File: src/rtl/writeback_if.sv
// Bundle between the execute/memory paths, decode and the register-file write port.
interface writeback_if #(
  parameter int WIDTH        = 32,
  parameter int REGNUM       = 8,
  parameter int ADDRESSWIDTH = 3,
  parameter int DEPTH        = 4
);
  localparam int CW = $clog2(DEPTH + 1);

  logic                    aluValid;
  logic [ADDRESSWIDTH-1:0] aluAddress;
  logic [WIDTH-1:0]        aluData;
  logic                    memValid;
  logic [ADDRESSWIDTH-1:0] memAddress;
  logic [WIDTH-1:0]        memData;
  logic                    memReady;
  logic                    issueValid;
  logic [ADDRESSWIDTH-1:0] issueAddress;
  logic                    writeEnable;
  logic [ADDRESSWIDTH-1:0] writeAddress;
  logic [WIDTH-1:0]        dataToSave;
  logic [REGNUM-1:0]       pendingMask;
  logic [CW-1:0]           fifoCount;

  modport slave (
    input  aluValid, aluAddress, aluData,
    input  memValid, memAddress, memData,
    input  issueValid, issueAddress,
    output memReady, writeEnable, writeAddress, dataToSave, pendingMask, fifoCount
  );

  modport master (
    output aluValid, aluAddress, aluData,
    output memValid, memAddress, memData,
    output issueValid, issueAddress,
    input  memReady, writeEnable, writeAddress, dataToSave, pendingMask, fifoCount
  );
endinterface

File: src/rtl/writeback_unit.sv
// Serialises ALU and buffered memory results onto the single register-file
// write port and tracks which destinations still await their result.
module writeback_unit #(
  parameter int WIDTH        = 32,
  parameter int REGNUM       = 8,
  parameter int ADDRESSWIDTH = 3,
  parameter int DEPTH        = 4
) (
  input  logic        clock,
  input  logic        reset,
  writeback_if.slave  bus
);
  localparam int PW = $clog2(DEPTH);
  localparam int CW = $clog2(DEPTH + 1);

  logic [ADDRESSWIDTH-1:0] fifoAddress [DEPTH];
  logic [WIDTH-1:0]        fifoData    [DEPTH];
  logic [PW-1:0]           head;
  logic [PW-1:0]           tail;
  logic [CW-1:0]           count;
  logic                    enqueue;
  logic                    dequeue;
  logic [REGNUM-1:0]       setMask;
  logic [REGNUM-1:0]       clearMask;

  // A full FIFO refuses even on a draining cycle, keeping memReady off the pop path.
  assign bus.memReady  = (count != CW'(DEPTH));
  assign bus.fifoCount = count;
  assign enqueue       = bus.memValid && bus.memReady;
  assign dequeue       = !bus.aluValid && (count != '0);

  always_comb begin
    setMask   = '0;
    clearMask = '0;
    if (bus.issueValid)
      setMask = REGNUM'(1) << bus.issueAddress;
    if (bus.writeEnable)
      clearMask = REGNUM'(1) << bus.writeAddress;
  end

  always_ff @(posedge clock) begin
    if (enqueue) begin
      fifoAddress[tail] <= bus.memAddress;
      fifoData[tail]    <= bus.memData;
    end
  end

  always_ff @(posedge clock or posedge reset) begin
    if (reset) begin
      head             <= '0;
      tail             <= '0;
      count            <= '0;
      bus.writeEnable  <= 1'b0;
      bus.writeAddress <= '0;
      bus.dataToSave   <= '0;
      bus.pendingMask  <= '0;
    end else begin
      if (enqueue)
        tail <= tail + PW'(1);
      if (dequeue)
        head <= head + PW'(1);

      case ({enqueue, dequeue})
        2'b10:   count <= count + CW'(1);
        2'b01:   count <= count - CW'(1);
        default: count <= count;
      endcase

      if (bus.aluValid) begin
        bus.writeEnable  <= 1'b1;
        bus.writeAddress <= bus.aluAddress;
        bus.dataToSave   <= bus.aluData;
      end else if (dequeue) begin
        bus.writeEnable  <= 1'b1;
        bus.writeAddress <= fifoAddress[head];
        bus.dataToSave   <= fifoData[head];
      end else begin
        bus.writeEnable  <= 1'b0;
      end

      // A fresh issue to a register being written keeps it pending for the newer instruction.
      bus.pendingMask <= (bus.pendingMask & ~clearMask) | setMask;
    end
  end
endmodule

File: src/flat_wrapper.sv
// flat-port wrapper written by rule: the top's interface ports become plain ports
module writeback_unit_flat 
#(
  parameter int WIDTH        = 32,
  parameter int REGNUM       = 8,
  parameter int ADDRESSWIDTH = 3,
  parameter int DEPTH        = 4
)
  (clock, reset, bus_aluValid, bus_aluAddress, bus_aluData, bus_memValid, bus_memAddress, bus_memData, bus_issueValid, bus_issueAddress, bus_memReady, bus_writeEnable, bus_writeAddress, bus_dataToSave, bus_pendingMask, bus_fifoCount);
  writeback_if #(.WIDTH(WIDTH), .REGNUM(REGNUM), .ADDRESSWIDTH(ADDRESSWIDTH), .DEPTH(DEPTH)) bus_i ();
  input  logic clock;
  input  logic reset;
  input wire logic [$bits(bus_i.aluValid)-1:0] bus_aluValid;
  input wire logic [$bits(bus_i.aluAddress)-1:0] bus_aluAddress;
  input wire logic [$bits(bus_i.aluData)-1:0] bus_aluData;
  input wire logic [$bits(bus_i.memValid)-1:0] bus_memValid;
  input wire logic [$bits(bus_i.memAddress)-1:0] bus_memAddress;
  input wire logic [$bits(bus_i.memData)-1:0] bus_memData;
  input wire logic [$bits(bus_i.issueValid)-1:0] bus_issueValid;
  input wire logic [$bits(bus_i.issueAddress)-1:0] bus_issueAddress;
  output wire logic [$bits(bus_i.memReady)-1:0] bus_memReady;
  output wire logic [$bits(bus_i.writeEnable)-1:0] bus_writeEnable;
  output wire logic [$bits(bus_i.writeAddress)-1:0] bus_writeAddress;
  output wire logic [$bits(bus_i.dataToSave)-1:0] bus_dataToSave;
  output wire logic [$bits(bus_i.pendingMask)-1:0] bus_pendingMask;
  output wire logic [$bits(bus_i.fifoCount)-1:0] bus_fifoCount;
  assign bus_i.aluValid = bus_aluValid;
  assign bus_i.aluAddress = bus_aluAddress;
  assign bus_i.aluData = bus_aluData;
  assign bus_i.memValid = bus_memValid;
  assign bus_i.memAddress = bus_memAddress;
  assign bus_i.memData = bus_memData;
  assign bus_i.issueValid = bus_issueValid;
  assign bus_i.issueAddress = bus_issueAddress;
  assign bus_memReady = bus_i.memReady;
  assign bus_writeEnable = bus_i.writeEnable;
  assign bus_writeAddress = bus_i.writeAddress;
  assign bus_dataToSave = bus_i.dataToSave;
  assign bus_pendingMask = bus_i.pendingMask;
  assign bus_fifoCount = bus_i.fifoCount;
  writeback_unit #(.WIDTH(WIDTH), .REGNUM(REGNUM), .ADDRESSWIDTH(ADDRESSWIDTH), .DEPTH(DEPTH)) u_core (.clock(clock), .reset(reset), .bus(bus_i));
endmodule
File: config.mk
export PLATFORM = sky130hd
export DESIGN_NAME = writeback_unit_flat
export DESIGN_NICKNAME = d
export VERILOG_FILES = /design/src/rtl/writeback_if.sv /design/src/rtl/writeback_unit.sv /design/src/flat_wrapper.sv
export SDC_FILE = /design/constraint.sdc
export NUM_CORES = 1
export LEC_CHECK = 0
export ABC_AREA = 1
export BUFFER_PORTS_ARGS = -buffer_cell sky130_fd_sc_hd__buf_2
export CORE_MARGIN = 4
export CORE_UTILIZATION = 30
export CTS_CLUSTER_DIAMETER = 30
export CTS_CLUSTER_SIZE = 20
export DETAILED_ROUTE_END_ITERATION = 10
export GPL_TIMING_DRIVEN = 1
export PLACE_DENSITY = 0.56
export RECOVER_POWER = 50
export SETUP_SLACK_MARGIN = 0.5
export SLEW_MARGIN = 20
export SYNTH_ARGS = -nofsm -noshare
export SYNTH_HDL_FRONTEND = slang
export SYNTH_SLANG_ARGS = --single-unit
File: constraint.sdc
create_clock -name clock -period 4.37 [get_ports clock]
set_input_delay 0 -clock clock [delete_from_list [all_inputs] [get_ports clock]]
set_output_delay 0 -clock clock [all_outputs]
set_load 0.02 [all_outputs]
# After elaboration in Yosys (flattened, before gate mapping)
# Memory sizes are Yosys's and may differ from the RTL's.
# Index checks and enable logic that the tools add are counted.
[word_totals]
in_bits = 78
ramBits = 140
ff_bits = 51
n_memories = 2
output_inout_bits = 48
[mem_list]
columns = ["memory", "depth", "word_bits", "read_ports", "rd_ports_with_merged_regs", "wr", "line", "rtl"]
rows = [
  ["u_core.fifoData", 4, 32, 1, 0, 1, "writeback_unit.sv:17", "logic [WIDTH-1:0] fifoData [DEPTH];"],
  ["u_core.fifoAddress", 4, 3, 1, 0, 1, "writeback_unit.sv:16", "logic [ADDRESSWIDTH-1:0] fifoAddress [DEPTH];"],
]
[op_classes]
n_mux = 11
eq_ne = 3
shift = 2
n_reduce_logical = 6
n_addsub = 4
bitwise = 3
[op_table]
columns = ["operator", "n"]
rows = [
  ["$mux W32", 2],
  ["$mux W8", 2],
  ["$shl A1 B3 Y8 const A", 2],
  ["$and A8 B8 Y8", 1],
  ["$not A8 Y8", 1],
  ["$or A8 B8 Y8", 1],
  ["$mux W3", 2],
  ["$pmux W3 S2", 1],
  ["$add A2 B1 Y2 const B", 2],
  ["$mux W1", 4],
  ["$reduce_bool A2 Y1", 2],
  ["$add A3 B1 Y3 const B", 1],
  ["$ne A3 B3 Y1 const B", 1],
  ["$reduce_bool A3 Y1", 1],
  ["$sub A3 B1 Y3 const B", 1],
  ["$eq A2 B1 Y1 const B", 1],
  ["$eq A2 B2 Y1 const B", 1],
  ["$logic_and A1 B1 Y1", 2],
  ["$logic_not A1 Y1", 1],
]

# Longest topological paths before layout
[logic_depth]
depth_word = 5
ltp_mapped = 9

# Worst setup path before layout
# OpenSTA, ideal clock, no wires.
[synth_path]
kind = "reg-to-reg"
start = "reg u_core.count[0] (netlist: u_core.bus.fifoCount[0])"
end = "mem u_core.fifoAddress[0][0] (enable)"
setup_slack_ps = 1492
period_less_slack_ps = 2878
stages_incl_launch_ff = 5
required_ps = 3943
setup_time_ps = 427
arrival_time_ps = 2451
cell_sequence = "dfrtp_1 > nor2_4 > nand2_1 > nand2_2 > nor2_1"
[synth_via]
elab_chain_len = 4
[synth_rtl]
columns = ["item", "line", "rtl"]
rows = [
  ["start, declared", "writeback_unit.sv:20", "logic [CW-1:0] count;"],
  ["start signal, assigned", "writeback_unit.sv:64", "2'b10: count <= count + CW'(1);"],
  ["start signal, assigned", "writeback_unit.sv:65", "2'b01: count <= count - CW'(1);"],
  ["start signal, assigned", "writeback_unit.sv:66", "default: count <= count;"],
  ["$ne A3 B3 Y1", "writeback_unit.sv:27", "assign bus.memReady = (count != CW'(DEPTH));"],
  ["named net bus_memReady", "flat_wrapper.sv:21", "output wire logic [$bits(bus_i.memReady)-1:0] bus_memReady;"],
  ["$logic_and A1 B1 Y1", "writeback_unit.sv:29", "assign enqueue = bus.memValid && bus.memReady;"],
  ["$mux W1", "writeback_unit.sv:42", "if (enqueue) begin"],
  ["$mux W1 (implied by the code)", "writeback_unit.sv:43", "fifoAddress[tail] <= bus.memAddress;"],
  ["end, declared", "writeback_unit.sv:16", ""],
]
# The timed path passes the listed nets, and every way through them passes these cells.

# Worst setup path in the final report
[layout_path]
start = "reg u_core.count[2] (netlist: u_core.bus.fifoCount[2])"
end = "reg u_core.count[2] (netlist: u_core.bus.fifoCount[2])"
[layout_via]
elab_chain_len = 4
elab_cells_between_ends = 10
[layout_rtl]
columns = ["item", "line", "rtl"]
rows = [
  ["$ne A3 B3 Y1 / $reduce_bool A3 Y1 (equally long branches)", "writeback_unit.sv:27, writeback_unit.sv:30", ""],
  ["$logic_and A1 B1 Y1 (on tied branches)", "writeback_unit.sv:29, writeback_unit.sv:30", ""],
  ["$eq A2 B1 Y1 / $eq A2 B2 Y1 (equally long branches)", "writeback_unit.sv:63", "case ({enqueue, dequeue})"],
  ["$pmux W3 S2 / $reduce_bool A2 Y1 (equally long branches)", "--", ""],
]
# Parallel ways exist; a longest one is shown, timed or not.
# A chain may end at the register's enable or synchronous reset.

==> results.md <==
* Pin count of the biggest net entering global routing at 72
* Unrepaired setup endpoints after global routing: false
* Cts bufs inserted at 17
* Syn Nets at 765
* Seq/Total Area, Yosys at 71.1%
* Slew HR at 43.4%
* Ys flop type: edfxtp_1
* Post-Synthesis Cells at 681
* Post-Place Cells at 1112
* DR iter-0 viols at 339
* Routability Congestion at 0.736
* Clk slew on worst S/H paths at 0.07 ns
* Crit path arrival time at 2.64 ns
* Kind of critical path: flip-flop to flip-flop
* HP Class: input port to flip-flop
* Final period utilization at 52.5%
* Final Non-Filler Cells at 1224
* Switch Pwr at 0.00235 W
* CP endpoint kind: flip-flop
* #FFs+latches synth at 191
* Cell chosen for the clock root: clkbuf_16
* # setup viols final at 0
* Leakage at 3.97 nW
* FFs w/ async S/R, synth at 26.7%
* Vias in the first global route at 5387
* Initial Util at 30.5%
* Post-Syn Area at 0.00771 mm^2
* Gate power share at 32.0%
* Share of the synthesized area in the top cell type at 54.5%
* Reg area at 0.00548 mm^2
* Drt wl/cell at 15.4 um
* Port bufs at 125
* DRC viols at 0
* FILL cells at 2507
* Drt pass-1 iters at 5
* Worst setup SP type: flip-flop
* Worst-Skew Late Latency at 0.42 ns
* Clock sink total at 191
* Net Sw Frac at 37.7%
* Max H-tree Level at 4
* Pwr Density at 626 mW/mm^2
* Capturing point of the worst reg2reg path: u_core.bus.fifoCount[2]
* Synth cell types at 24
* Syn_area_per_cell at 11.3 um^2
* Flop2flop setup slack at 2.08 ns
* WHS at 0.0959 ns
* WHS Path Cells at 3
* Initial antenna violation count at 1
* Cell taking the most area after synthesis: edfxtp_1
* Sequential share of power at 43.5%
* Vias at 5460
* Most frequent cells after synthesis: 256 x nand2_1, 140 x edfxtp_1, 127 x nand3_1, 51 x dfrtp_1, 24 x inv_1
* Share of layout cells above drive strength 1 at 13.8%
* Worst Hold End: u_core.tail[0]
* CTS tree: done
* Final Max Slew Viols at 0
* Reg2Reg Depth at 9
* Outcome: completed
* Min-Delay Startpoint: bus_memValid
* Setup TNS after final layout at 0 ns
* Area of the multi-input gates at 0.00196 mm^2
* Hold Fails Final Rpt at 0
* Vias per cell at 4.46
* Cell Rows at 58
* Peak VDD IR at 0.311 mV
* CTS resizes at 0
* Global Route Usage Sum at 13.5%
* Die H at 168 um
* Die area at 0.0283 mm^2
* Period minus WS final at 2.29 ns
* Worst-Margin Slew at 0.849 ns
* Post-DP HPWL at 11200 um
* First-pass GRT wire length at 29800 um
* Grt ovf at 0
* Synth-to-Final Area Change at 29.1%
* Peak Freq at 436 MHz
* # Max-Cap Violations at 0
* Internal Pwr Total at 0.00388 W
* Worst r2r src: u_core.bus.fifoCount[2]
* Clk buf depth at 2
* Yosys warns at 0
* Die width at 168 um
* CP Max Fanout at 30
* Clock power frac at 24.5%
* Most common cell in the netlist: nand2_1
* Core area at 0.0253 mm^2
* Antenna-violating nets left at 0
* Fin nets at 964
* Layout Skew at 0.0109 ns
* Drt total wl at 18900 um
* Synth top area cells: edfxtp_1 55%, dfrtp_1 17%, nand2_1 12%, nand3_1 8.2%, buf_2 1.4%
* # IOs at 126
* EDFF count, synth at 140
* Critical Path RT at 4.72 ns
## per-stage QoR
stage	worst slack, ns	power, W	util [%]	instance area, um^2
CTS	2.04	0.00633	39.7	10000
global placement	2.10	0.00471	34.3	8650
detailed placement	2.06	0.00474	34.3	8650
global route	1.85	0.00666	39.4	9950
finish	2.08	0.00622	39.4	9950
floorplan	1.49	0.00405	-	7710
## logic make-up (layout without fill, tap and decap cells)
kind of cell | after synthesis | after routing | share of synthesized area (%)
and+or+nand+nor | 399 | 399 | 22.1
DFF | 191 | 191 | 71.1
buffers and inverters | 60 | 272 | 3.90
AOI/OAI and AO/OA | 21 | 21 | 1.41
adders and majority gates | 6 | 6 | 1.07
xor gates and xnor gates | 4 | 4 | 0.455
other | 0 | 1 | 0
## flip-flops by register name, summed over array words and instances (netlist names)
name and count:
u_core.bus.pendingMask 8, u_core.fifoData 128, u_core.tail 2, u_core.fifoAddress 12, u_core.bus.dataToSave 32, u_core.bus.writeEnable 1
u_core.bus.fifoCount 3, u_core.bus.writeAddress 3, u_core.head 2
## per-layer routing
metal  global-route usage (%)  share of wire (%)  up-vias
met5                        0                  0        -
met4                     2.65               0.71        0
met3                     2.96                3.9       11
li1                         -                  -     2700
met2                     22.3                 47      126
met1                     18.5                 48     2623
## final cells by class
class | count | share of cell area [%]
diodes | 1 | 0.0251
clock buffers | 19 | 4.55
clock inverters | 13 | 1.28
inverters | 28 | 1.08
multi-input cells | 430 | 19.7
flip-flops and latches | 191 | 55.1
well taps | 330 | 4.15
repair buffers | 212 | 14.1
## cells in the final DEF (no fill, tap or decap)
cell type and n:
inv_2 3, inv_1 24, dlygate4sd3_1 79, edfxtp_1 140, a21oi_4 1, buf_4 8
clkbuf_8 2, clkinv_2 1, or2_1 2, or2_2 6, nand3_4 1, xnor2_1 1
o21ai_0 18, inv_8 1, ha_1 5, nand2_2 1, nand2_1 256, diode_2 1
nand3_1 127, clkbuf_1 61, inv_6 5, a21oi_1 2, nor2_4 5, dfrtp_1 49
clkinvlp_4 1, clkinv_1 1, dfrtp_2 2, inv_4 1, clkinv_4 3, bufinv_16 1
nor2_1 1, clkbuf_16 17, buf_2 64, xor2_1 3, fa_1 1
## power by group through the flow
stage	clock (W)	combinational, W	sequential, W
2_1_floorplan	0	0.00114	0.00291
3_3_place_gp	0	0.00198	0.00273
3_5_place_dp	0	0.00200	0.00274
4_1_cts	0.00155	0.00208	0.00271
5_1_grt	0.00163	0.00227	0.00276
6_report	0.00152	0.00199	0.00271
## worst max-delay path, cell delays in order, from the launching register on
cell and delay, ns:
dfrtp_1 0.36, inv_1 0.13, a21oi_4 0.16, buf_4 0.40
ha_1 0.22, inv_1 0.06, fa_1 0.37, or2_2 0.30
nand2_1 0.08, xor2_1 0.14
## worst max-delay path by stage
stage	start	end	slack, ns
after floorplan	u_core.bus.fifoCount[0]	u_core.fifoAddress[0][0]	1.49
after global placement	u_core.bus.fifoCount[2]	u_core.bus.fifoCount[2]	2.10
after detailed placement	u_core.bus.fifoCount[2]	u_core.bus.fifoCount[2]	2.06
after CTS	u_core.bus.fifoCount[2]	u_core.bus.fifoCount[2]	2.04
after global routing	u_core.bus.fifoCount[2]	u_core.bus.fifoCount[2]	1.85
final	u_core.bus.fifoCount[2]	u_core.bus.fifoCount[2]	2.08
## timing repair
action,4_1_cts,5_1_grt
hold buffers,79,0
setup buffers,0,0
hold endpoints to repair,234,0
Power figures use the tool's default switching activity.
